`src/rtl/alu_seq_pkg.sv`:
```
// alu_seq_pkg
//   Shared constants and types for the 4-bit ALU sequencer: opcode values,
//   FSM state type, data width and the iteration count used by the
//   multi-cycle multiply/divide path.
//   Build option: ALU_SEQ_FAST_MUL_EN moves multiply onto the single-cycle
//   path; divide and modulo always iterate.
package alu_seq_pkg;

  localparam int DATA_W = 4;
  localparam int ITER_N = 4;
  localparam int CNT_W  = 2;

  localparam logic [3:0] OP_INC  = 4'h0;
  localparam logic [3:0] OP_DEC  = 4'h1;
  localparam logic [3:0] OP_ADD  = 4'h2;
  localparam logic [3:0] OP_SUB  = 4'h3;
  localparam logic [3:0] OP_RSUB = 4'h4;
  localparam logic [3:0] OP_MUL  = 4'h5;
  localparam logic [3:0] OP_DIV  = 4'h6;
  localparam logic [3:0] OP_MOD  = 4'h7;
  localparam logic [3:0] OP_AND  = 4'h8;
  localparam logic [3:0] OP_OR   = 4'h9;
  localparam logic [3:0] OP_NOTA = 4'hA;
  localparam logic [3:0] OP_NOTB = 4'hB;
  localparam logic [3:0] OP_NAND = 4'hC;
  localparam logic [3:0] OP_NOR  = 4'hD;
  localparam logic [3:0] OP_XOR  = 4'hE;
  localparam logic [3:0] OP_XNOR = 4'hF;

  typedef enum logic [1:0] {
    ST_IDLE = 2'd0,
    ST_EXEC = 2'd1,
    ST_DONE = 2'd2
  } state_e;

  // True for opcodes that spend ITER_N cycles in EXEC.
  function automatic logic is_iter_op(input logic [3:0] op);
`ifdef ALU_SEQ_FAST_MUL_EN
    return (op == OP_DIV) || (op == OP_MOD);
`else
    return (op == OP_MUL) || (op == OP_DIV) || (op == OP_MOD);
`endif
  endfunction

endpackage

```
`src/rtl/alu_seq_iter_unit.sv`:
```
// alu_seq_iter_unit
//   Bit-serial multiply (shift-add, LSB of B first) and restoring divide
//   (MSB of A first), one operand bit per step.  The *_nxt outputs are the
//   values after the current step, so the caller can capture the final
//   answer on the same edge that performs the last step.
// Ports
//   clk, rst_n       clock, async active-low reset
//   start            clear the accumulators (command accepted)
//   step             perform iteration cnt
//   cnt              iteration index 0..3
//   a, b             latched operands
//   mul_nxt          low 5 bits of the partial product after this step
//   quo_nxt, rem_nxt quotient / remainder after this step
module alu_seq_iter_unit
  import alu_seq_pkg::*;
(
  input  logic              clk,
  input  logic              rst_n,
  input  logic              start,
  input  logic              step,
  input  logic [CNT_W-1:0]  cnt,
  input  logic [DATA_W-1:0] a,
  input  logic [DATA_W-1:0] b,
  output logic [DATA_W:0]   mul_nxt,
  output logic [DATA_W-1:0] quo_nxt,
  output logic [DATA_W-1:0] rem_nxt
);

  logic [DATA_W:0]   acc_q, acc_d;
  logic [DATA_W-1:0] rem_q, rem_d;
  logic [DATA_W-1:0] quo_q, quo_d;

  logic [DATA_W:0]   addend;
  logic [DATA_W:0]   rem_sh;
  logic              bit_in;
  logic              q_bit;

  always_comb begin
    addend  = b[cnt] ? ({1'b0, a} << cnt) : '0;
    mul_nxt = acc_q + addend;

    // Partial remainder never exceeds 2*B-1, so 5 bits hold the shifted
    // value and the difference always fits back into 4 bits.  With B=0 the
    // subtract is a no-op, which naturally yields quotient F, remainder A.
    bit_in = a[2'd3 - cnt];
    rem_sh = {rem_q, bit_in};
    q_bit  = (rem_sh >= {1'b0, b});
    rem_nxt = q_bit ? (rem_sh[DATA_W-1:0] - b) : rem_sh[DATA_W-1:0];
    quo_nxt = {quo_q[DATA_W-2:0], q_bit};

    acc_d = acc_q;
    rem_d = rem_q;
    quo_d = quo_q;
    if (start) begin
      acc_d = '0;
      rem_d = '0;
      quo_d = '0;
    end else if (step) begin
      acc_d = mul_nxt;
      rem_d = rem_nxt;
      quo_d = quo_nxt;
    end
  end

  always_ff @(posedge clk or negedge rst_n) begin
    if (!rst_n) begin
      acc_q <= '0;
      rem_q <= '0;
      quo_q <= '0;
    end else begin
      acc_q <= acc_d;
      rem_q <= rem_d;
      quo_q <= quo_d;
    end
  end

endmodule

```
`src/rtl/alu_sequencer_4_bit.sv`:
```
// alu_sequencer_4_bit
//   4-bit ALU with a valid/ready command port and a held response port.
//   Single-cycle ops finish one edge after accept; multiply/divide/modulo
//   iterate for four cycles in alu_seq_iter_unit.
//   Build option: ALU_SEQ_FAST_MUL_EN computes multiply combinationally
//   with single-cycle latency; results are identical.
// Ports
//   Clock_In, Reset_n_In                 clock, async active-low reset
//   Cmd_Valid_In / Cmd_Ready_Out         command handshake (ready in IDLE)
//   Cmd_Opcode_In, Cmd_Data_A/B_In       opcode and operands
//   Rsp_Valid_Out / Rsp_Ready_In         response handshake (valid in DONE)
//   Rsp_Result_Out, Rsp_*_Out            registered result and flags
//   Busy_Out                             state is not IDLE
//
// state   | meaning
// IDLE    | waiting for a command, ready high
// EXEC    | computing; 1 cycle or 4 iterations
// DONE    | response held until consumer takes it
module alu_sequencer_4_bit
  import alu_seq_pkg::*;
(
  input  logic              Clock_In,
  input  logic              Reset_n_In,
  input  logic              Cmd_Valid_In,
  output logic              Cmd_Ready_Out,
  input  logic [DATA_W-1:0] Cmd_Opcode_In,
  input  logic [DATA_W-1:0] Cmd_Data_A_In,
  input  logic [DATA_W-1:0] Cmd_Data_B_In,
  output logic              Rsp_Valid_Out,
  input  logic              Rsp_Ready_In,
  output logic [DATA_W-1:0] Rsp_Result_Out,
  output logic              Rsp_Carry_Out,
  output logic              Rsp_Zero_Out,
  output logic              Rsp_Div_Zero_Out,
  output logic              Busy_Out
);

  state_e             state_q, state_d;
  logic [CNT_W-1:0]   cnt_q, cnt_d;
  logic [3:0]         op_q, op_d;
  logic [DATA_W-1:0]  a_q, a_d;
  logic [DATA_W-1:0]  b_q, b_d;
  logic               rsp_valid_q, rsp_valid_d;
  logic [DATA_W-1:0]  result_q, result_d;
  logic               carry_q, carry_d;
  logic               zero_q, zero_d;
  logic               dz_q, dz_d;

  logic               iter_start;
  logic               iter_step;
  logic [DATA_W:0]    iter_mul;
  logic [DATA_W-1:0]  iter_quo;
  logic [DATA_W-1:0]  iter_rem;

  logic [DATA_W:0]    calc5;
  logic               calc_dz;
  logic [DATA_W:0]    ext_a;
  logic [DATA_W:0]    ext_b;

`ifdef ALU_SEQ_FAST_MUL_EN
  logic [DATA_W:0]    fast_prod;
  assign fast_prod = ext_a * ext_b;
`endif

  alu_seq_iter_unit u_iter (
    .clk     (Clock_In),
    .rst_n   (Reset_n_In),
    .start   (iter_start),
    .step    (iter_step),
    .cnt     (cnt_q),
    .a       (a_q),
    .b       (b_q),
    .mul_nxt (iter_mul),
    .quo_nxt (iter_quo),
    .rem_nxt (iter_rem)
  );

  // Result datapath.  Bit 4 of calc5 is the carry; non-arithmetic ops
  // leave it 0 so the carry flag needs no per-op special case.
  always_comb begin
    ext_a   = {1'b0, a_q};
    ext_b   = {1'b0, b_q};
    calc5   = '0;
    calc_dz = 1'b0;
    case (op_q)
      OP_INC:  calc5 = ext_a + 5'd1;
      OP_DEC:  calc5 = ext_a - 5'd1;
      OP_ADD:  calc5 = ext_a + ext_b;
      OP_SUB:  calc5 = ext_a - ext_b;
      OP_RSUB: calc5 = ext_b - ext_a;
`ifdef ALU_SEQ_FAST_MUL_EN
      OP_MUL:  calc5 = fast_prod;
`else
      OP_MUL:  calc5 = iter_mul;
`endif
      OP_DIV: begin
        calc5   = {1'b0, iter_quo};
        calc_dz = (b_q == '0);
      end
      OP_MOD: begin
        calc5   = {1'b0, iter_rem};
        calc_dz = (b_q == '0);
      end
      OP_AND:  calc5 = {1'b0, a_q & b_q};
      OP_OR:   calc5 = {1'b0, a_q | b_q};
      OP_NOTA: calc5 = {1'b0, ~a_q};
      OP_NOTB: calc5 = {1'b0, ~b_q};
      OP_NAND: calc5 = {1'b0, ~(a_q & b_q)};
      OP_NOR:  calc5 = {1'b0, ~(a_q | b_q)};
      OP_XOR:  calc5 = {1'b0, a_q ^ b_q};
      OP_XNOR: calc5 = {1'b0, ~(a_q ^ b_q)};
    endcase
  end

  always_comb begin
    state_d     = state_q;
    cnt_d       = cnt_q;
    op_d        = op_q;
    a_d         = a_q;
    b_d         = b_q;
    rsp_valid_d = rsp_valid_q;
    result_d    = result_q;
    carry_d     = carry_q;
    zero_d      = zero_q;
    dz_d        = dz_q;
    iter_start  = 1'b0;
    iter_step   = 1'b0;

    case (state_q)
      ST_IDLE: begin
        if (Cmd_Valid_In) begin
          op_d       = Cmd_Opcode_In;
          a_d        = Cmd_Data_A_In;
          b_d        = Cmd_Data_B_In;
          cnt_d      = '0;
          iter_start = 1'b1;
          state_d    = ST_EXEC;
        end
      end
      ST_EXEC: begin
        iter_step = is_iter_op(op_q);
        if (!is_iter_op(op_q) || (cnt_q == CNT_W'(ITER_N - 1))) begin
          rsp_valid_d = 1'b1;
          result_d    = calc5[DATA_W-1:0];
          carry_d     = calc5[DATA_W];
          zero_d      = (calc5[DATA_W-1:0] == '0);
          dz_d        = calc_dz;
          cnt_d       = '0;
          state_d     = ST_DONE;
        end else begin
          cnt_d = cnt_q + 2'd1;
        end
      end
      ST_DONE: begin
        if (Rsp_Ready_In) begin
          rsp_valid_d = 1'b0;
          state_d     = ST_IDLE;
        end
      end
      default: state_d = ST_IDLE;
    endcase
  end

  always_ff @(posedge Clock_In or negedge Reset_n_In) begin
    if (!Reset_n_In) begin
      state_q     <= ST_IDLE;
      cnt_q       <= '0;
      op_q        <= '0;
      a_q         <= '0;
      b_q         <= '0;
      rsp_valid_q <= 1'b0;
      result_q    <= '0;
      carry_q     <= 1'b0;
      zero_q      <= 1'b0;
      dz_q        <= 1'b0;
    end else begin
      state_q     <= state_d;
      cnt_q       <= cnt_d;
      op_q        <= op_d;
      a_q         <= a_d;
      b_q         <= b_d;
      rsp_valid_q <= rsp_valid_d;
      result_q    <= result_d;
      carry_q     <= carry_d;
      zero_q      <= zero_d;
      dz_q        <= dz_d;
    end
  end

  assign Cmd_Ready_Out    = (state_q == ST_IDLE);
  assign Busy_Out         = (state_q != ST_IDLE);
  assign Rsp_Valid_Out    = rsp_valid_q;
  assign Rsp_Result_Out   = result_q;
  assign Rsp_Carry_Out    = carry_q;
  assign Rsp_Zero_Out     = zero_q;
  assign Rsp_Div_Zero_Out = dz_q;

endmodule

```
`config.mk`:
```
export PLATFORM = sky130hd
export DESIGN_NAME = alu_sequencer_4_bit
export DESIGN_NICKNAME = d
export VERILOG_FILES = /design/src/rtl/alu_seq_pkg.sv /design/src/rtl/alu_seq_iter_unit.sv /design/src/rtl/alu_sequencer_4_bit.sv
export SDC_FILE = /design/constraint.sdc
export NUM_CORES = 1
export LEC_CHECK = 0
export CAP_MARGIN = 20
export CORE_MARGIN = 4
export CORE_UTILIZATION = 50
export DETAILED_ROUTE_END_ITERATION = 10
export GPL_TIMING_DRIVEN = 0
export PLACE_DENSITY = 0.69
export REMOVE_ABC_BUFFERS = 1
export SLEW_MARGIN = 20
export SYNTH_ARGS = -nofsm -noshare
export SYNTH_HDL_FRONTEND = slang
export SYNTH_HIERARCHICAL = 1
export SYNTH_SLANG_ARGS = --single-unit
```
`constraint.sdc`:
```
create_clock -name Clock_In -period 3.65 [get_ports Clock_In]
set_input_delay 1.095 -clock Clock_In [delete_from_list [all_inputs] [get_ports Clock_In]]
set_output_delay 1.095 -clock Clock_In [all_outputs]
set_load 0.01 [all_outputs]
```
==> flow_summary.toml <==
[status]
outcome = "complete, no violations"

[sta]
finalCritPeriodShare = 0.981
maxSlewViolCount = 0
relSlewSlack = 0.315
holdWs_ns = 0.485
worst_pin_slew_ns = 1.03
min_period_ns = 3.58
setup_viol_count_final = 0
hold_violations = 0
fin_skew_ns = 0.00957
max_freq_mhz = 279

[detailed_routing]
routedWlPerCell_um = 16.8
drtIter0Drc = 198
dr.pass1.iters = 4
num_vias = 2708
drc = 0
via_per_inst = 5.98
ant_nets = 0
wirelength_mm = 7.59

[job]
drv_cap = 0

[cells_and_area]
layout-drive-gt1-share = 0.146
n_fill_cell = 526
final_cell_mix = "32 x nand2_1, 29 x dfrtp_1, 28 x inv_1"
seqCellArea_um2 = 910
area_delta_synth_final_pct = 16.1
final_nets = 423
layout_commonest_cell = "nand2_1"
antennaDiodeCount = 0
multi_input_comb_area_um2 = 2060

[floorplan]
die_w_um = 87.2
rows = 28
die_h_um = 87.2
pin_count = 26
initial_utilization = 0.523
die_area_um2 = 7600
fp.coreArea_um2 = 5990

[global_routing]
grt_pass1_wl_mm = 12.7
grt.met2_usage = 0.339
use_met1 = 0.286
grt_overflow = 0
grt_use_total = 0.212
busiest_layer = "met2"
grt_pass1_vias = 2682
grt_max_degree = 36
grt_use_met3 = 0.0369
antenna_found_initial = 0

[logic_synthesis]
ys_warn_count = 6
synth-seq-area-share = 0.288
yosys_register_bits = 36
synth.cell_area_um2 = 3130
syn_area_per_cell_um2 = 8.73
ys.flop_type = "dfrtp_1"
synth-async-reset-ratio = 1.00
synth_cell_type_count = 64
synth_edf_count = 0
syn_inst = 359

[clock_network]
cts_buffers = 5
cts_hold_buf = 0
cts_tree = "yes"
clk_latency_ns = 0.30
cts.sinks = 36
cts_root_buffer = "clkbuf_8"
cts_buffer_depth = 2
clk_pin_slew_ns = 0.08
ctsHtreeMaxLevel = 2

[critical_path]
startpoint = "cnt_q[1]"
path_max_fanout = 8
startpoint_type = "register"
cp-end-kind = "register"
r2r_end = "Rsp_Zero_Out"
cp.arrival_ns = 3.77
r2r-start = "cnt_q[1]"
required_ns = 3.84
crit_type = "register to register"
regToRegSetupSlack_ns = 0.07
r2r_cells = 13

[pwr]
net-switching-power_mw = 1.86
power_frac_comb = 0.654
peakVddDrop_mv = 0.557
p_leak_nw = 1.65
sw_frac_of_total = 0.473
clkPwrFrac = 0.101
power-per-cell-area_nw_per_um2 = 1080
p_seq_frac = 0.244
power_mw = 3.93
p_int_mw = 2.07

[place]
gp_congestion = 0.869
hpwl_mm = 5.40
io_buffers = 25

[worst_hold_path]
min_path_type = "register to register"
hold_depth = 2
whs_endpoint = "Rsp_Zero_Out"
min_from = "Rsp_Zero_Out"
-- worst max-delay path, stage by stage, from the launching register on --
cell and delay, ns:
dfrtp_2 0.48, mux2_4 0.35, o21ai_4 0.23, ha_4 0.24, nand2b_4 0.14, a31oi_2 0.14
o21a_1 0.24, mux2i_1 0.13, mux2_2 0.28, a31oi_1 0.20, o221ai_1 0.15, o21ai_0 0.40
o21ai_1 0.16, o41ai_2 0.33
-- cells by family after synthesis --
family | synth area share
adder cells (fa/ha/maj) | 0.129
flip-flops | 0.288
AND/OR/NAND/NOR | 0.177
XOR/XNOR | 0.0391
buffers and inverters | 0.0779
AO/OA/AOI/OAI | 0.210
multiplexers | 0.0791
-- synthesized netlist by cell type, types with 3 or more instances --
cell      instances  area [um2]
a211oi_1          4        30.0
a21o_1            7        52.6
a21oi_1          18        90.1
a31oi_1           7        43.8
and3_1            5        31.3
buf_2             7        35.0
buf_6             4        45.0
clkbuf_1          7        26.3
dfrtp_1          36         901
fa_1              4        80.1
ha_1             26         325
inv_1            29         109
mux2_2            7        78.8
mux2i_1          12         120
nand2_1          32         120
nand2b_1          9        56.3
nand3_1           6        30.0
nor2_1           22        82.6
nor2b_1           7        43.8
nor3b_1           6        45.0
o21a_1            4        30.0
o21ai_0          25         125
o21ai_1           4        20.0
o221ai_1          3        26.3
o31ai_1           3        22.5
xnor2_1           8        70.1
xor2_1            6        52.6
-- what timing repair did --
item	4_1_cts	5_1_grt
buffers inserted	0	6
endpoints found under the setup margin	4	4
resized for setup	5	16
pin swaps	0	8
-- cell type report --
type                    instances  area share
clock inverters                 1     0.00826
repair buffers                 33      0.0905
multi-input cells             271       0.567
inverters                      30      0.0317
well taps                      75      0.0258
clock buffers                   7      0.0265
flip-flops and latches         36       0.250
-- per-layer routing --
metal  routed length [um]  vias up
met5                    0        -
met4                  194        0
met3                  305       16
met2                 3510       73
met1                 3580     1304
li1                     -     1315
-- flip-flops by register name, summed over array words and instances, names as in the netlist, 3 cells and up --
signal	count
u_iter/quo_q	3
Rsp_Result_Out	4
op_q	4
u_iter/rem_q	4
b_q	4
u_iter/acc_q	5
a_q	4
-- power groups by stage --
stage / Clock, mW / Sequential [mW] / Combinational, mW
3_5_place_dp: 0 / 0.947 / 2.32
3_3_place_gp: 0 / 0.941 / 2.26
2_1_floorplan: 0 / 0.832 / 1.77
6_report: 0.399 / 0.960 / 2.57
4_1_cts: 0.405 / 0.943 / 2.34
5_1_grt: 0.422 / 1.00 / 2.86
-- per-stage QoR --
| stage | TNS (ns) | worst slack [ns] | utilization | cells | instance area (um2) |
|---|---|---|---|---|---|
| 2_1_floorplan | 0 | 0.243 | - | 337 | 3000 |
| 3_3_place_gp | -8.67 | -1.02 | 0.559 | 437 | 3350 |
| 3_5_place_dp | -0.691 | -0.239 | 0.566 | 439 | 3390 |
| 4_1_cts | 0 | 0.0342 | 0.588 | 447 | 3520 |
| 5_1_grt | -0.0308 | -0.0299 | 0.607 | 453 | 3640 |
| 6_report | 0 | 0.0682 | 0.607 | 453 | 3640 |
-- worst max path at each step --
stage | slack, ns | endpoint | depth (start not counted)
after detailed placement | -0.24 | Rsp_Zero_Out | 12
after CTS | 0.03 | Rsp_Zero_Out | 12
after floorplan | 0.24 | u_iter/acc_q[4] | 7
after global placement | -1.02 | u_iter/acc_q[4] | 7
final | 0.07 | Rsp_Zero_Out | 13
after global routing | -0.03 | Rsp_Zero_Out | 14
Note: power is estimated with default switching activity, not from simulation.
